### src/rtl/store_bus_monitor_pkg.sv
// Shared types and defaults for the store-bus monitor: FSM state encoding,
// end-of-test defaults and the saturating counter helper.
package store_mon_pkg;

    typedef enum logic [1:0] {
        ST_RUN  = 2'd0,
        ST_PASS = 2'd1,
        ST_FAIL = 2'd2,
        ST_TMO  = 2'd3
    } mon_state_e;

    localparam logic [31:0] DEF_DONE_ADDR  = 32'd84;
    localparam logic [31:0] DEF_DONE_VALUE = 32'd7;
    localparam int          DEF_TIMEOUT    = 20;

    // Increment that sticks at all-ones instead of wrapping.
    function automatic logic [15:0] sat_inc16(input logic [15:0] value);
        if (value == 16'hFFFF) begin
            return value;
        end else begin
            return value + 16'd1;
        end
    endfunction

endpackage

### src/rtl/store_bus_monitor_if.sv
// Store bus from the core plus the store-log drain port. The master side is
// the core/consumer environment, the slave side is the monitor.
interface store_bus_monitor_if;

    logic        memwrite;
    logic [31:0] dataadr;
    logic [31:0] writedata;
    logic        log_ready;
    logic        log_valid;
    logic [31:0] log_addr;
    logic [31:0] log_data;

    modport master (
        output memwrite, dataadr, writedata, log_ready,
        input  log_valid, log_addr, log_data
    );

    modport slave (
        input  memwrite, dataadr, writedata, log_ready,
        output log_valid, log_addr, log_data
    );

endinterface

### src/rtl/store_bus_monitor_sync_fifo.sv
// Show-ahead synchronous FIFO. A push into a full FIFO is accepted only when a
// pop happens in the same cycle; a pop on an empty FIFO does nothing.
module sync_fifo #(
    parameter int WIDTH = 64,
    parameter int DEPTH = 8
) (
    input  logic             clk,
    input  logic             reset,
    input  logic             i_push,
    input  logic [WIDTH-1:0] i_wdata,
    input  logic             i_pop,
    output logic             o_full,
    output logic             o_empty,
    output logic [WIDTH-1:0] o_rdata
);

    localparam int AW = $clog2(DEPTH);
    localparam int CW = AW + 1;

    logic [WIDTH-1:0] r_mem [DEPTH];
    logic [AW-1:0]    r_wr_ptr;
    logic [AW-1:0]    r_rd_ptr;
    logic [CW-1:0]    r_count;
    logic             w_do_push;
    logic             w_do_pop;

    assign o_empty   = (r_count == CW'(0));
    assign o_full    = (r_count == CW'(DEPTH));
    assign w_do_pop  = i_pop & ~o_empty;
    assign w_do_push = i_push & (~o_full | w_do_pop);
    // Head is forced to zero while empty so stale storage never shows.
    assign o_rdata   = o_empty ? {WIDTH{1'b0}} : r_mem[r_rd_ptr];

    // Pointer and occupancy bookkeeping; pointers wrap naturally at DEPTH.
    always_ff @(posedge clk) begin
        if (reset) begin
            r_wr_ptr <= {AW{1'b0}};
            r_rd_ptr <= {AW{1'b0}};
            r_count  <= {CW{1'b0}};
        end else begin
            if (w_do_push) begin
                r_wr_ptr <= r_wr_ptr + AW'(1);
            end
            if (w_do_pop) begin
                r_rd_ptr <= r_rd_ptr + AW'(1);
            end
            case ({w_do_push, w_do_pop})
                2'b10:   r_count <= r_count + CW'(1);
                2'b01:   r_count <= r_count - CW'(1);
                default: r_count <= r_count;
            endcase
        end
    end

    // Storage array; contents are don't-care until written, so no reset.
    always_ff @(posedge clk) begin
        if (w_do_push) begin
            r_mem[r_wr_ptr] <= i_wdata;
        end
    end

endmodule

### src/rtl/store_bus_monitor.sv
// Observer on the core's data-memory store bus. Logs stores into a FIFO,
// counts stores and run cycles, and decides pass/fail/timeout for the test.
module store_bus_monitor
    import store_mon_pkg::*;
#(
    parameter int          DEPTH      = 8,
    parameter logic [31:0] DONE_ADDR  = DEF_DONE_ADDR,
    parameter logic [31:0] DONE_VALUE = DEF_DONE_VALUE,
    parameter int          TIMEOUT    = DEF_TIMEOUT
) (
    input  logic                 clk,
    input  logic                 reset,
    store_bus_monitor_if.slave   bus,
    output logic                 overflow,
    output logic                 done,
    output logic                 pass,
    output logic                 fail,
    output logic                 timeout,
    output logic [15:0]          store_count,
    output logic [15:0]          cycle_count
);

    mon_state_e  r_state;
    mon_state_e  w_state_next;
    logic        r_overflow;
    logic        r_pass;
    logic        r_fail;
    logic        r_timeout;
    logic [15:0] r_store_count;
    logic [15:0] r_cycle_count;
    logic        w_in_run;
    logic        w_store;
    logic        w_done_store;
    logic        w_last_cycle;
    logic        w_pass_next;
    logic        w_fail_next;
    logic        w_tmo_next;
    logic        w_full;
    logic        w_empty;
    logic        w_pop;
    logic [63:0] w_head;

    assign w_in_run     = (r_state == ST_RUN);
    assign w_store      = w_in_run & bus.memwrite;
    assign w_done_store = w_store & (bus.dataadr == DONE_ADDR);
    assign w_last_cycle = (r_cycle_count == 16'(TIMEOUT - 1));
    assign w_pop        = bus.log_ready & ~w_empty;

    sync_fifo #(
        .WIDTH (64),
        .DEPTH (DEPTH)
    ) u_log (
        .clk     (clk),
        .reset   (reset),
        .i_push  (w_store),
        .i_wdata ({bus.dataadr, bus.writedata}),
        .i_pop   (bus.log_ready),
        .o_full  (w_full),
        .o_empty (w_empty),
        .o_rdata (w_head)
    );

    // FSM state register.
    always_ff @(posedge clk) begin
        if (reset) begin
            r_state <= ST_RUN;
        end else begin
            r_state <= w_state_next;
        end
    end

    // Next-state logic: a done-store takes priority over the timeout.
    always_comb begin
        w_state_next = r_state;
        case (r_state)
            ST_RUN: begin
                if (w_done_store) begin
                    w_state_next = (bus.writedata == DONE_VALUE) ? ST_PASS : ST_FAIL;
                end else if (w_last_cycle) begin
                    w_state_next = ST_TMO;
                end else begin
                    w_state_next = ST_RUN;
                end
            end
            ST_PASS: w_state_next = ST_PASS;
            ST_FAIL: w_state_next = ST_FAIL;
            ST_TMO:  w_state_next = ST_TMO;
            default: w_state_next = ST_RUN;
        endcase
    end

    // Output decode from the next state so the registered flags line up with it.
    always_comb begin
        w_pass_next = 1'b0;
        w_fail_next = 1'b0;
        w_tmo_next  = 1'b0;
        case (w_state_next)
            ST_PASS: w_pass_next = 1'b1;
            ST_FAIL: w_fail_next = 1'b1;
            ST_TMO:  w_tmo_next  = 1'b1;
            default: w_pass_next = 1'b0;
        endcase
    end

    // Registered end-of-test flags.
    always_ff @(posedge clk) begin
        if (reset) begin
            r_pass    <= 1'b0;
            r_fail    <= 1'b0;
            r_timeout <= 1'b0;
        end else begin
            r_pass    <= w_pass_next;
            r_fail    <= w_fail_next;
            r_timeout <= w_tmo_next;
        end
    end

    // Store and cycle counters, frozen once the test has ended.
    always_ff @(posedge clk) begin
        if (reset) begin
            r_store_count <= 16'd0;
            r_cycle_count <= 16'd0;
        end else if (w_in_run) begin
            r_cycle_count <= sat_inc16(r_cycle_count);
            if (w_store) begin
                r_store_count <= sat_inc16(r_store_count);
            end
        end
    end

    // Sticky overflow: a store found the log full with no simultaneous pop.
    always_ff @(posedge clk) begin
        if (reset) begin
            r_overflow <= 1'b0;
        end else if (w_store & w_full & ~w_pop) begin
            r_overflow <= 1'b1;
        end
    end

    assign bus.log_valid = ~w_empty;
    assign bus.log_addr  = w_head[63:32];
    assign bus.log_data  = w_head[31:0];
    assign overflow      = r_overflow;
    assign pass          = r_pass;
    assign fail          = r_fail;
    assign timeout       = r_timeout;
    assign done          = r_pass | r_fail | r_timeout;
    assign store_count   = r_store_count;
    assign cycle_count   = r_cycle_count;

endmodule

### src/flat_wrapper.sv
// flat-port wrapper written by rule: the top's interface ports become plain ports
module store_bus_monitor_flat import store_mon_pkg::*;
#(
    parameter int          DEPTH      = 8,
    parameter logic [31:0] DONE_ADDR  = DEF_DONE_ADDR,
    parameter logic [31:0] DONE_VALUE = DEF_DONE_VALUE,
    parameter int          TIMEOUT    = DEF_TIMEOUT
)
  (clk, reset, overflow, done, pass, fail, timeout, store_count, cycle_count, bus_memwrite, bus_dataadr, bus_writedata, bus_log_ready, bus_log_valid, bus_log_addr, bus_log_data);
  store_bus_monitor_if bus_i ();
  input  logic clk;
  input  logic reset;
  output logic overflow;
  output logic done;
  output logic pass;
  output logic fail;
  output logic timeout;
  output logic [15:0] store_count;
  output logic [15:0] cycle_count;
  input wire logic [$bits(bus_i.memwrite)-1:0] bus_memwrite;
  input wire logic [$bits(bus_i.dataadr)-1:0] bus_dataadr;
  input wire logic [$bits(bus_i.writedata)-1:0] bus_writedata;
  input wire logic [$bits(bus_i.log_ready)-1:0] bus_log_ready;
  output wire logic [$bits(bus_i.log_valid)-1:0] bus_log_valid;
  output wire logic [$bits(bus_i.log_addr)-1:0] bus_log_addr;
  output wire logic [$bits(bus_i.log_data)-1:0] bus_log_data;
  assign bus_i.memwrite = bus_memwrite;
  assign bus_i.dataadr = bus_dataadr;
  assign bus_i.writedata = bus_writedata;
  assign bus_i.log_ready = bus_log_ready;
  assign bus_log_valid = bus_i.log_valid;
  assign bus_log_addr = bus_i.log_addr;
  assign bus_log_data = bus_i.log_data;
  store_bus_monitor #(.DEPTH(DEPTH), .DONE_ADDR(DONE_ADDR), .DONE_VALUE(DONE_VALUE), .TIMEOUT(TIMEOUT)) u_core (.clk(clk), .reset(reset), .bus(bus_i), .overflow(overflow), .done(done), .pass(pass), .fail(fail), .timeout(timeout), .store_count(store_count), .cycle_count(cycle_count));
endmodule
### config.mk
export PLATFORM = sky130hd
export DESIGN_NAME = store_bus_monitor_flat
export DESIGN_NICKNAME = d
export VERILOG_FILES = /design/src/rtl/store_bus_monitor_pkg.sv /design/src/rtl/store_bus_monitor_if.sv /design/src/rtl/store_bus_monitor_sync_fifo.sv /design/src/rtl/store_bus_monitor.sv /design/src/flat_wrapper.sv
export SDC_FILE = /design/constraint.sdc
export NUM_CORES = 1
export LEC_CHECK = 0
export CORE_MARGIN = 5
export CORE_UTILIZATION = 63
export DETAILED_ROUTE_END_ITERATION = 10
export GPL_TIMING_DRIVEN = 0
export PLACE_DENSITY = 0.95
export SLEW_MARGIN = 20
export SYNTH_ARGS = -nofsm -noshare
export SYNTH_HDL_FRONTEND = slang
export SYNTH_SLANG_ARGS = --single-unit
### constraint.sdc
create_clock -name clk -period 23 [get_ports clk]
set_input_delay 4.6 -clock clk [delete_from_list [all_inputs] [get_ports clk]]
set_output_delay 4.6 -clock clk [all_outputs]
set_load 0.1 [all_outputs]
# After elaboration in Yosys (flattened, before gate mapping)
# Memories as Yosys holds them, arrays and structs flattened. A register that Yosys moved wholly into a read port is not among the register bits.
# Index checks and enable logic that the tools add are counted.
# word_totals
register_bits	48
ram_bits	512
in_bits	68
output_inout_bits	102
wordCells	63
memories	1
# classes
add_sub_neg	6
eq_ne	14
mux	13
bitwise	14
n_reduce_logical	5
# memory_table
name	depth	word_bits	rd	rd_ports_with_merged_regs	write_ports	line_no	rtl
u_core.u_log.r_mem	8	64	1	1	1	store_bus_monitor_sync_fifo.sv:20	logic [WIDTH-1:0] r_mem [DEPTH];
# op_table
op	count
2-to-1 mux 64 bit	1
adder 16 x 1 -> 16 bit (second input constant)	2
== test 16 bit (second input constant)	2
== test 32 x 3 -> 1 bit (second input constant)	1
== test 32 x 7 -> 1 bit (second input constant)	1
== test 16 x 5 -> 1 bit (second input constant)	1
== test 2 bit (second input constant)	5
one-hot mux 2 bit (4 select lines)	1
one-hot mux 4 bit (2 select lines)	1
adder 3 x 1 -> 3 bit (second input constant)	2
bitwise AND 1 bit	6
== test 2 x 1 -> 1 bit (second input constant)	3
2-to-1 mux 2 bit	3
2-to-1 mux 3 bit	2
2-to-1 mux 1 bit	5
NOT 1 bit	5
adder 4 x 1 -> 4 bit (second input constant)	1
== test 4 bit (second input constant)	1
logical NOT 4 bit	1
subtractor 4 x 1 -> 4 bit (second input constant)	1
bitwise OR 1 bit	3
AND reduction 3 bit	1
logical NOT 2 bit	1
AND reduction 2 bit	1
nonzero test 2 bit	1

# Depth between registers and ports, before layout
# depth
ltp_word	7
depth_mapped	9
mapped_depth_nobuf	8

# By module
# Synthesis repeated with hierarchy kept, for this count alone.
# hier_totals
cells_unflattened	1126
area_unflattened_um2	22138.7
# modules_own_cells
mod	n_inst	cells_each	area_per_inst_um2	seq_area_each_um2
sync_fifo	1	892	20158.1	15635.0
store_bus_monitor	1	234	1980.6	760.7

# Worst setup path before layout
# No wires, ideal clock.
# synth_path
kind	in2reg
start	in bus_memwrite
end	mem u_core.u_log.r_mem[0][0], enable pin
setup_time_ps	644
t_arrival_ps	11303
required_time_ps	22356
setup_slack_ps	11053
cell_stages	3
path_buffers	0
cell_sequence	or3b_4 > a31o_2 > nor4_1
# synth_between
elab_chain_cells	4
# synth_lines
element	line_no	rtl
start, declared	flat_wrapper.sv:20	input wire logic [$bits(bus_i.memwrite)-1:0] bus_memwrite;
bitwise AND 1 bit	store_bus_monitor.sv:44	assign w_store = w_in_run & bus.memwrite;
bitwise AND 1 bit	store_bus_monitor_sync_fifo.sv:30	assign w_do_push = i_push & (~o_full | w_do_pop);
2-to-1 mux 1 bit	store_bus_monitor_sync_fifo.sv:57	if (w_do_push) begin
2-to-1 mux 1 bit (not written as such)	store_bus_monitor_sync_fifo.sv:58	r_mem[r_wr_ptr] <= i_wdata;
end, declared	store_bus_monitor_sync_fifo.sv:20	
# No other way between the ends.

# Final worst setup path
# layout_path
start	reg u_core.u_log.r_count[1]
end	out bus_log_addr[26]
# layout_between
elab_chain_cells	2
# layout_lines
element	line_no	rtl
start, declared	store_bus_monitor_sync_fifo.sv:23	logic [CW-1:0] r_count;
start signal, assigned	store_bus_monitor_sync_fifo.sv:39	r_count <= {CW{1'b0}};
start signal, assigned	store_bus_monitor_sync_fifo.sv:48	2'b10: r_count <= r_count + CW'(1);
start signal, assigned	store_bus_monitor_sync_fifo.sv:49	2'b01: r_count <= r_count - CW'(1);
logical NOT 4 bit	store_bus_monitor_sync_fifo.sv:27	assign o_empty = (r_count == CW'(0));
2-to-1 mux 64 bit	store_bus_monitor_sync_fifo.sv:32	assign o_rdata = o_empty ? {WIDTH{1'b0}} : r_mem[r_rd_ptr];
end, declared	flat_wrapper.sv:25	output wire logic [$bits(bus_i.log_addr)-1:0] bus_log_addr;
# No other way between the ends.

==> impl_metrics.py <==
metrics = {
    "outcome": {
        "status": "complete, no violations",
    },
    "yosys": {
        "synth_flop_cell": "edfxtp_1",
        "syn_inst": 1116,
        "async_reset_ff_share_pct": 0,
        "syn-num-nets": 1189,
        "yosysWarningCount": 0,
        "avgSynthCellArea_um2": 19.7,
        "synth_cell_types": 57,
        "seq_area_frac_synth_pct": 74.5,
        "synth_edf_count": 512,
        "yosys_register_bits": 563,
        "syn_area_um2": 22000,
    },
    "timing": {
        "fin_skew_ns": 0.0178,
        "post-route-period-util_pct": 37.1,
        "finalHoldViolCount": 0,
        "tightest_slew_ns": 1.12,
        "fin_crit_ns": 8.52,
        "max_freq_mhz": 117,
        "rsz0062_at_grt": "no",
        "setup_tns_ns": 0,
        "report.final.setup_viol": 0,
        "relSlewSlack_pct": 25.4,
        "drv_slew": 0,
    },
    "clocking": {
        "cts.sinks": 563,
        "clk_pin_slew_ns": 0.06,
        "postCtsSetupBuffers": 0,
        "clk_latency_ns": 0.57,
        "cts_resized": 0,
        "clock_path_buffers": 3,
        "cts-buffers-inserted": 52,
        "cts_hold_repair.buffers": 0,
        "cts_max_level": 2,
        "root_buffer": "clkbuf_16",
        "tritoncts": "built",
    },
    "global_routing": {
        "grt_max_degree": 22,
        "grt_usage_pct": 30.5,
        "antenna_found_initial": 12,
        "grt_pass1_vias": 13100,
        "grt-ovfl-total": 0,
        "grt_pass1_wl_um": 86700,
    },
    "worst_setup_path": {
        "worstPathMaxFanout": 10,
        "crit_required_ns": 18.40,
        "critPathBufInv": 4,
        "crit_type": "reg2out",
        "r2r_cells": 8,
        "max_stage_delay_ns": 1.03,
        "critPathLaunchType": "flip-flop",
        "end_kind": "output pin",
        "r2r_setup_slack_ns": 19.60,
        "crit_chain": "clkbuf_1 > nor4_1 > buf_2 > buf_1 > nor2_1 > clkdlybuf4s50_1",
        "reg2reg_from": "u_core.r_state[1]",
        "crit_family": "buffers and inverters",
        "r2r_end": "u_core.u_log.r_mem[0][40]",
        "slowest_stage": "clkdlybuf4s50_1",
        "worstPathArrival_ns": 3.92,
    },
    "final_layout": {
        "area_growth_pct": 21.1,
        "nFillCells": 1712,
        "final_nets": 1470,
        "seq_area_um2": 16400,
        "stdcell_area_um2": 26700,
        "drive_gt1_share_pct": 22.2,
        "multiInputGateArea_um2": 5400,
    },
    "floorplanning": {
        "die_h_um": 197,
        "dieWidth_um": 197,
        "start_util_pct": 63.7,
        "die_area_um2": 38800,
        "core-area_um2": 34500,
        "num_rows": 68,
        "io_pins": 170,
    },
    "drt": {
        "ant_nets": 0,
        "drt_wl_total_um": 58900,
        "dr.pass1.iters": 5,
        "vias_per_cell": 6.78,
        "first_iter_violations": 1754,
        "post-route-drc-count": 0,
        "vias": 12900,
        "routedWlPerCell_um": 31.0,
    },
    "hold_path": {
        "hp-class": "reg2reg",
        "min_to": "u_core.store_count[5]",
        "holdPathStages": 2,
        "hold_path.startpoint": "u_core.store_count[5]",
    },
    "place": {
        "gp_congestion": 0.867,
        "hpwl_um": 34100,
        "io_buffers": 168,
        "placedInstanceArea_um2": 25000,
    },
    "power_and_ir_drop": {
        "leakage_nw": 8.37,
        "powerDensity_nw_per_um2": 108,
        "peakVddDrop_mv": 0.119,
    },
    "job": {
        "maxCapViolCount": 0,
    },
}
worst max path at each step:
stage                                  startpoint                   endpoint  slack [ns]  depth (start not counted)
final                     u_core.u_log.r_count[1]           bus_log_addr[26]       14.48                          6
after global routing      u_core.u_log.r_count[1]           bus_log_addr[26]       14.53                          6
after CTS                               flip-flop           bus_log_addr[26]       14.59                          6
after detailed placement             bus_memwrite  u_core.u_log.r_mem[0][42]       15.01                          9
after global placement               bus_memwrite  u_core.u_log.r_mem[0][42]        5.05                          4
after floorplan                      bus_memwrite   u_core.u_log.r_mem[0][0]       11.05                          3
sequential cells by signal, summed over array words and instances (netlist names), named ones only:
signal,flops
u_core.u_log.r_rd_ptr,3
u_core.u_log.r_mem,512
u_core.timeout,1
u_core.store_count,16
u_core.u_log.r_count,4
u_core.overflow,1
u_core.cycle_count,16
u_core.u_log.r_wr_ptr,3
u_core.fail,1
u_core.pass,1
u_core.r_state,2
layer usage:
metal | track usage [%] | wire length (µm)
met1 | 41.0 | 20300
met2 | 50.2 | 29500
met3 | 6.36 | 6280
met4 | 12.0 | 2740
met5 | 0 | 57
stage by stage:
step	std cells	utilization [%]	setup slack [ns]	power, mW	hold WS (ns)
after floorplan	1116	-	11.05	1.79	0.454
after global placement	1739	70.3	5.05	1.99	0.477
after detailed placement	1798	72.3	15.01	2.01	0.481
after CTS	1891	77.1	14.59	2.88	0.501
after global routing	1899	77.2	14.53	2.96	0.519
final	1899	77.2	14.48	2.89	0.508
worst register-to-register path: stages (launching register included):
cell and delay (ns):
dfxtp_1 0.39, or3b_4 0.47, a31o_2 0.30, nor4_2 0.71
buf_2 0.35, buf_4 0.23, buf_2 0.26, buf_4 0.21
buf_2 0.18
power breakdown:
part / internal, mW / total (mW) / switching [mW]
Clock: 0.499 / 0.879 / 0.380
Sequential: 1.14 / 1.16 / 0.0144
Combinational: 0.226 / 0.851 / 0.625
cells in the final DEF, fill, tap and decap left out, types with 4 or more instances in the layout:
cell type / n
clkbuf_16: 53
nor3_2: 8
buf_1: 16
nand4_1: 10
mux2i_1: 67
and4_1: 5
mux4_2: 128
nor3_1: 14
inv_1: 4
clkdlybuf4s50_1: 168
dfxtp_1: 51
clkinv_2: 10
bufinv_16: 7
buf_4: 29
ha_1: 5
nor4_2: 5
nor4_1: 18
clkinv_1: 10
xnor2_1: 22
nor2_1: 106
diode_2: 8
edfxtp_1: 512
xor2_1: 9
buf_16: 8
buf_6: 16
buf_2: 30
clkbuf_1: 22
a211oi_1: 4
a21oi_1: 11
nand2_1: 20
nand3_1: 12
synth_stat cells (2+ instances only):
master / n / share of area [%]
clkbuf_1: 13 / 0.22
mux4_2: 128 / 13
nor2_1: 109 / 1.9
or2_1: 2 / 0.057
a211oi_1: 4 / 0.14
and2_1: 2 / 0.057
buf_4: 2 / 0.068
nor3_1: 18 / 0.41
buf_6: 3 / 0.15
a21oi_1: 11 / 0.25
nand4_1: 10 / 0.28
or4_1: 2 / 0.068
nand3_1: 12 / 0.27
nor3b_2: 2 / 0.11
or3_1: 3 / 0.085
buf_1: 16 / 0.27
and4_1: 5 / 0.20
ha_1: 5 / 0.28
buf_2: 20 / 0.45
o31ai_1: 3 / 0.10
xnor2_1: 22 / 0.88
nand2b_1: 2 / 0.057
xor2_1: 9 / 0.36
dfxtp_1: 51 / 4.6
nand2_1: 20 / 0.34
nor3_2: 4 / 0.18
nand4_2: 2 / 0.11
nor4_2: 4 / 0.23
inv_1: 4 / 0.068
a21oi_2: 2 / 0.080
nor4_1: 19 / 0.54
edfxtp_1: 512 / 70
mux2i_1: 67 / 3.0
and3_1: 3 / 0.085
a31oi_1: 3 / 0.085
logic make-up (layout without fill, tap and decap cells):
logic type / count (synthesis) / after routing / synth area share, %
flip-flops: 563 / 563 / 74.5
multiplexers: 195 / 195 / 16.1
XOR/XNOR: 31 / 31 / 1.23
AO/OA/AOI/OAI: 34 / 34 / 1.10
AND/OR/NAND/NOR: 230 / 230 / 5.55
buffers and inverters: 58 / 378 / 1.24
other: 0 / 8 / 0
adder cells (fa/ha/maj): 5 / 5 / 0.284
area by class of cell:
class / instances / area share, %
Tap cell: 455 / 2.13
Multi-Input combinational cell: 495 / 20.3
Antenna cell: 8 / 0.0751
Buffer: 54 / 0.967
Sequential cell: 563 / 61.5
Clock inverter: 31 / 1.23
Clock buffer: 62 / 5.10
Inverter: 4 / 0.0563
Timing Repair Buffer: 227 / 8.70
(Power assumes the default switching activity.)
